$ cat config.mk
export PLATFORM = sky130hd
export DESIGN_NAME = hs32_regfile
export DESIGN_NICKNAME = d
export VERILOG_FILES = /design/src/rtl/hs32_pkg.sv /design/src/rtl/hs32_regfile_port.sv /design/src/rtl/hs32_regfile.sv
export SDC_FILE = /design/constraint.sdc
export NUM_CORES = 2
export LEC_CHECK = 0
export BUFFER_PORTS_ARGS = -buffer_cell sky130_fd_sc_hd__buf_2
export CELL_PAD_IN_SITES_DETAIL_PLACEMENT = 0
export CELL_PAD_IN_SITES_GLOBAL_PLACEMENT = 2
export CORE_ASPECT_RATIO = 1.25
export CORE_UTILIZATION = 45
export DETAILED_ROUTE_END_ITERATION = 8
export PLACE_DENSITY = 0.83
export SLEW_MARGIN = 15
export SYNTH_ARGS = -nofsm -noshare
export SYNTH_HDL_FRONTEND = slang
export SYNTH_SLANG_ARGS = --single-unit
$ cat constraint.sdc
create_clock -name clk -period 5.3 [get_ports clk]
set_input_delay 0.53 -clock clk [delete_from_list [all_inputs] [get_ports clk]]
set_output_delay 0.53 -clock clk [all_outputs]
set_load 0.02 [all_outputs]
$ cat src/rtl/hs32_pkg.sv
// Shared HS32 register-file definitions: default geometry, bank encodings, sequencer states.
package hs32_pkg;

  localparam int HS32_ADDR_WIDTH = 4;
  localparam int HS32_DATA_WIDTH = 32;
  localparam int HS32_NBANKS     = 2;
  localparam int HS32_NREAD      = 2;

  localparam logic [0:0] BANK_USER = 1'b0;
  localparam logic [0:0] BANK_SUPV = 1'b1;

  localparam logic [0:0] ST_CLEAR = 1'b0;
  localparam logic [0:0] ST_RUN   = 1'b1;

  // Bank select width; a single-bank file still carries a 1-bit bank field.
  function automatic int bank_width(input int nbanks);
    return (nbanks > 1) ? $clog2(nbanks) : 1;
  endfunction

endpackage

$ cat src/rtl/hs32_regfile_port.sv
// One registered read port of the HS32 register file.
// With HS32_REGFILE_BYPASS_EN defined, a same-cycle write to the addressed entry is forwarded.
module hs32_regfile_port
  import hs32_pkg::*;
#(
  parameter int ADDR_WIDTH = HS32_ADDR_WIDTH,
  parameter int DATA_WIDTH = HS32_DATA_WIDTH,
  parameter int BANK_W     = 1,
  parameter int DEPTH      = 32,
  parameter int IDX_W      = 5
) (
  input  logic                             clk,
  input  logic                             reset,
  input  logic                             run,
  input  logic                             re,
  input  logic [BANK_W-1:0]                bank,
  input  logic [ADDR_WIDTH-1:0]            adr,
  input  logic [DEPTH-1:0][DATA_WIDTH-1:0] mem,
`ifdef HS32_REGFILE_BYPASS_EN
  input  logic                             wr_en,
  input  logic [IDX_W-1:0]                 wr_idx,
  input  logic [DATA_WIDTH-1:0]            din,
`endif
  output logic [DATA_WIDTH-1:0]            dout
);

  logic [IDX_W-1:0]      idx;
  logic [DATA_WIDTH-1:0] rdata;

  // Truncation drops the bank bit only when NBANKS==1.
  assign idx = IDX_W'({bank, adr});

`ifdef HS32_REGFILE_BYPASS_EN
  assign rdata = (wr_en && (wr_idx == idx)) ? din : mem[idx];
`else
  assign rdata = mem[idx];
`endif

  always_ff @(posedge clk) begin
    if (reset)
      dout <= '0;
    else if (run && re)
      dout <= rdata;
  end

endmodule

$ cat src/rtl/hs32_regfile.sv
// Banked, multi-read-port HS32 register file with post-reset hardware clear.
// Optional write-first forwarding: define HS32_REGFILE_BYPASS_EN.
module hs32_regfile
  import hs32_pkg::*;
#(
  parameter int ADDR_WIDTH = HS32_ADDR_WIDTH,
  parameter int DATA_WIDTH = HS32_DATA_WIDTH,
  parameter int NBANKS     = HS32_NBANKS,
  parameter int NREAD      = HS32_NREAD,
  parameter int BANK_W     = bank_width(NBANKS)
) (
  input  logic                         clk,
  input  logic                         reset,
  output logic                         busy,
  input  logic                         we,
  input  logic [BANK_W-1:0]            wbank,
  input  logic [ADDR_WIDTH-1:0]        wadr,
  input  logic [DATA_WIDTH-1:0]        din,
  input  logic                         re,
  input  logic [NREAD*BANK_W-1:0]      rbank,
  input  logic [NREAD*ADDR_WIDTH-1:0]  radr,
  output logic [NREAD*DATA_WIDTH-1:0]  dout
);

  localparam int DEPTH = NBANKS * (2 ** ADDR_WIDTH);
  localparam int IDX_W = (DEPTH > 1) ? $clog2(DEPTH) : 1;
  localparam logic [IDX_W-1:0] LAST = IDX_W'(DEPTH - 1);

  logic [0:0]                       state;
  logic [IDX_W-1:0]                 cnt;
  logic [IDX_W-1:0]                 widx;
  logic                             run;
  logic                             wr_en;
  logic [DEPTH-1:0][DATA_WIDTH-1:0] mem;

  assign run   = (state == ST_RUN);
  assign busy  = ~run;
  assign widx  = IDX_W'({wbank, wadr});
  assign wr_en = run && we;

  always_ff @(posedge clk) begin
    if (reset) begin
      state <= ST_CLEAR;
      cnt   <= '0;
    end else if (state == ST_CLEAR) begin
      cnt <= cnt + 1'b1;
      if (cnt == LAST)
        state <= ST_RUN;
    end
  end

  // Storage has no reset; the clear sequencer zeroes it one entry per cycle.
  always_ff @(posedge clk) begin
    if (!reset) begin
      if (state == ST_CLEAR)
        mem[cnt] <= '0;
      else if (we)
        mem[widx] <= din;
    end
  end

  for (genvar i = 0; i < NREAD; i++) begin : g_port
    hs32_regfile_port #(
      .ADDR_WIDTH (ADDR_WIDTH),
      .DATA_WIDTH (DATA_WIDTH),
      .BANK_W     (BANK_W),
      .DEPTH      (DEPTH),
      .IDX_W      (IDX_W)
    ) u_port (
      .clk    (clk),
      .reset  (reset),
      .run    (run),
      .re     (re),
      .bank   (rbank[i*BANK_W +: BANK_W]),
      .adr    (radr[i*ADDR_WIDTH +: ADDR_WIDTH]),
      .mem    (mem),
`ifdef HS32_REGFILE_BYPASS_EN
      .wr_en  (wr_en),
      .wr_idx (widx),
      .din    (din),
`endif
      .dout   (dout[i*DATA_WIDTH +: DATA_WIDTH])
    );
  end

endmodule

==> out/metrics.cfg <==
[sta]
fmaxAchievable_ghz = 0.285
rsz0062_at_grt = false
max_slew_margin_pct = 20.8
tightest_slew_ns = 1.18
min_period_ns = 3.51
finClkSkew_ns = 0.0323
timing_hold_violations_final = 0
timing.final.max_slew_violations = 0
final-setup-viol-count = 0
min_period_over_period_pct = 66.2
finalSetupTns_ns = 0

[setup_path]
end_kind = register
reg2reg_to = mem[914]
r2r_cells = 3
path_depth = 3
slowest_stage = nand2_1
rrSetupSlack_ns = 1.79
cp_max_fo = 37
cp_num_buf_inv = 1
r2r-start = run
slowest_delay_ns = 1.00
critPathTopFamily = simple AND/OR/NAND/NOR gates
required_ns = 5.85
crit_type = register to register
cp-start-kind = register
crit_chain = buf_4 > nand2_1 > o21ai_0
crit_arrival_ns = 4.06

[clock_tree]
hold_buffers = 0
postCtsResizedCells = 0
clk_pin_slew_ns = 0.07
cts_buffers = 120
post_cts_buffers = 0
cts.sinks = 1094
ctsLongestPathBuffers = 3
cts-root-buf = clkbuf_16
cts_tree = yes
htreeDepth = 3
insertion_delay_ns = 0.77

[yosys]
synth_warnings = 0
synth_top_area_share_pct = 49.7
synth.yosys.seq_area_share_pct = 51.9
synth_cell_type_count = 37
syn_inst = 5927
synth_top_area_cell = edfxtp_1
ys_ff_latch = 1094
ys_top_cells_by_area = edfxtp_1 50%, mux2i_1 17%, o21ai_0 8.2%
synth_nets = 5983
syn-mean-instance-area_sq_um = 10.4
async_flop_share_pct = 0
netlist_area_sq_um = 61900
synth-main-ff-cell = edfxtp_1
synth_edf_count = 1024

[power]
power.share.clock_pct = 39.9
switchingPower_w = 0.00593
peakVddDrop_mv = 0.263
leakage_nw = 27.5
intPower_w = 0.0159
share_seq_of_total_power_pct = 47.8
comb_power_share_pct = 12.3
power_density_nw_per_um2 = 318
switching_share_pct = 27.1

[worst_hold_path]
hp-start = reset
worstHoldEndpoint = g_port[0].u_port.dout[21]
hold_depth = 2
worstHoldPathType = input port to register

[floorplanning]
die_h_microns = 417
die_x_microns = 334
design.core.area_sq_um = 136000
num_rows = 151
dieArea_sq_um = 139000
start_util_pct = 45.5
ioPinCount = 116

[global_routing]
grt_max_degree = 90
grt_usage_pct = 37.0
grt_pass1_vias = 49100
antenna_found_initial = 10
grt_pass1_wl_mm = 370
grt_overflow = 0

[route]
drc = 0
firstDrtPassIters = 6
num_vias = 51000
drt_iter0_drc = 6617
post_drt_wl_per_cell_microns = 34.2
viasPerCell = 6.66
antenna_left = 0
routed_wl_mm = 262

[placement]
place_congestion = 0.908
hpwl_mm = 157
numPortBuffers = 115
dp.cells = 7427

[finish]
mostFrequentLayoutCells = 1053 x nand2_1, 1026 x mux2i_1, 1024 x edfxtp_1
nFillCells = 12500
layout.cells.non_filler = 7656
syn_to_final_growth_pct = 11.0
layout_commonest_cell = nand2_1
nNetsFinal = 5846
multi_input_area_sq_um = 27700
regArea_sq_um = 32200
drive_gt1_share_pct = 11.3

[job]
maxCapViolations = 0

[run_status]
outcome = complete, no violations

## area by class of cell
type / instances / share of cell area [%]
diodes: 4 / 0.0146
clock buffers: 154 / 4.85
well taps: 1759 / 3.20
inverters: 30 / 0.164
clock inverters: 71 / 0.974
multi-input cells: 4220 / 40.3
flip-flops and latches: 1094 / 46.8
repair buffers: 324 / 3.70
## sequential cells by signal, summed over array words and instances (netlist names)
signal              flops
cnt                     5
g_port.u_port.dout     64
mem                  1024
run                     1
## power groups by stage
stage / Combinational (W) / Clock (W) / Sequential (W)
global placement: 0.00257 / 0 / 0.0106
detailed placement: 0.00261 / 0 / 0.0106
finish: 0.00269 / 0.00873 / 0.0105
global route: 0.00283 / 0.00909 / 0.0105
CTS: 0.00262 / 0.00879 / 0.0104
floorplan: 0.00169 / 0 / 0.0105
## cell families (layout without fill, tap and decap cells)
group / count (synthesis) / after routing / synth area share, %
and+or+nand+nor: 1265 / 1265 / 8.23
other: 0 / 4 / 0
AOI/OAI and AO/OA: 1921 / 1921 / 18.4
xor gates and xnor gates: 3 / 3 / 0.0425
muxes: 1026 / 1026 / 16.6
adders and majority gates: 5 / 5 / 0.101
buffers and inverters: 613 / 579 / 4.72
DFF: 1094 / 1094 / 51.9
## metal layers
| layer | vias to the layer above | track usage, % | wire length (microns) |
|---|---|---|---|
| met1 | 25400 | 48.0 | 101000 |
| met4 | 6 | 26.8 | 21300 |
| met2 | 3055 | 55.9 | 115000 |
| met3 | 713 | 6.08 | 24300 |
| li1 | 21800 | - | - |
| met5 | - | 0 | 82 |
## worst max-delay path by stage
stage	to	start
after floorplan	mem[896]	wadr[0]
after global placement	g_port[0].u_port.dout[0]	radr[2]
after detailed placement	g_port[0].u_port.dout[27]	radr[2]
after CTS	mem[800]	run
after global routing	mem[754]	run
final	mem[914]	run
## synthesized netlist by cell type (2+ instances only)
master	instances
o21ai_0	1015
and2_1	4
or4_1	64
or2_2	2
nand3b_1	3
a21oi_1	305
a211oi_1	4
a22oi_1	512
nand3_1	2
buf_6	40
ha_1	5
clkbuf_4	6
and3_1	2
o21ai_1	9
a31oi_1	15
nor2b_1	12
a211oi_2	60
buf_8	6
or3b_1	2
nand2_1	1061
mux2i_1	1026
clkbuf_1	445
buf_4	56
xor2_1	2
nor2_1	101
edfxtp_1	1024
inv_1	30
dfxtp_1	70
buf_1	24
buf_2	5
nand2b_1	9
## metrics by stage
stage | area, sq um | total power, W | hold slack (ns) | util, % | setup slack, ns
floorplan | 61900 | 0.0122 | 0.539 | - | 1.92
global placement | 64700 | 0.0132 | 0.513 | 47.6 | 1.73
detailed placement | 64700 | 0.0132 | 0.517 | 47.6 | 1.68
CTS | 68700 | 0.0219 | 0.306 | 50.5 | 1.83
global route | 68700 | 0.0224 | 0.346 | 50.5 | 1.71
finish | 68700 | 0.0219 | 0.349 | 50.5 | 1.79
(Power assumes the default switching activity.)
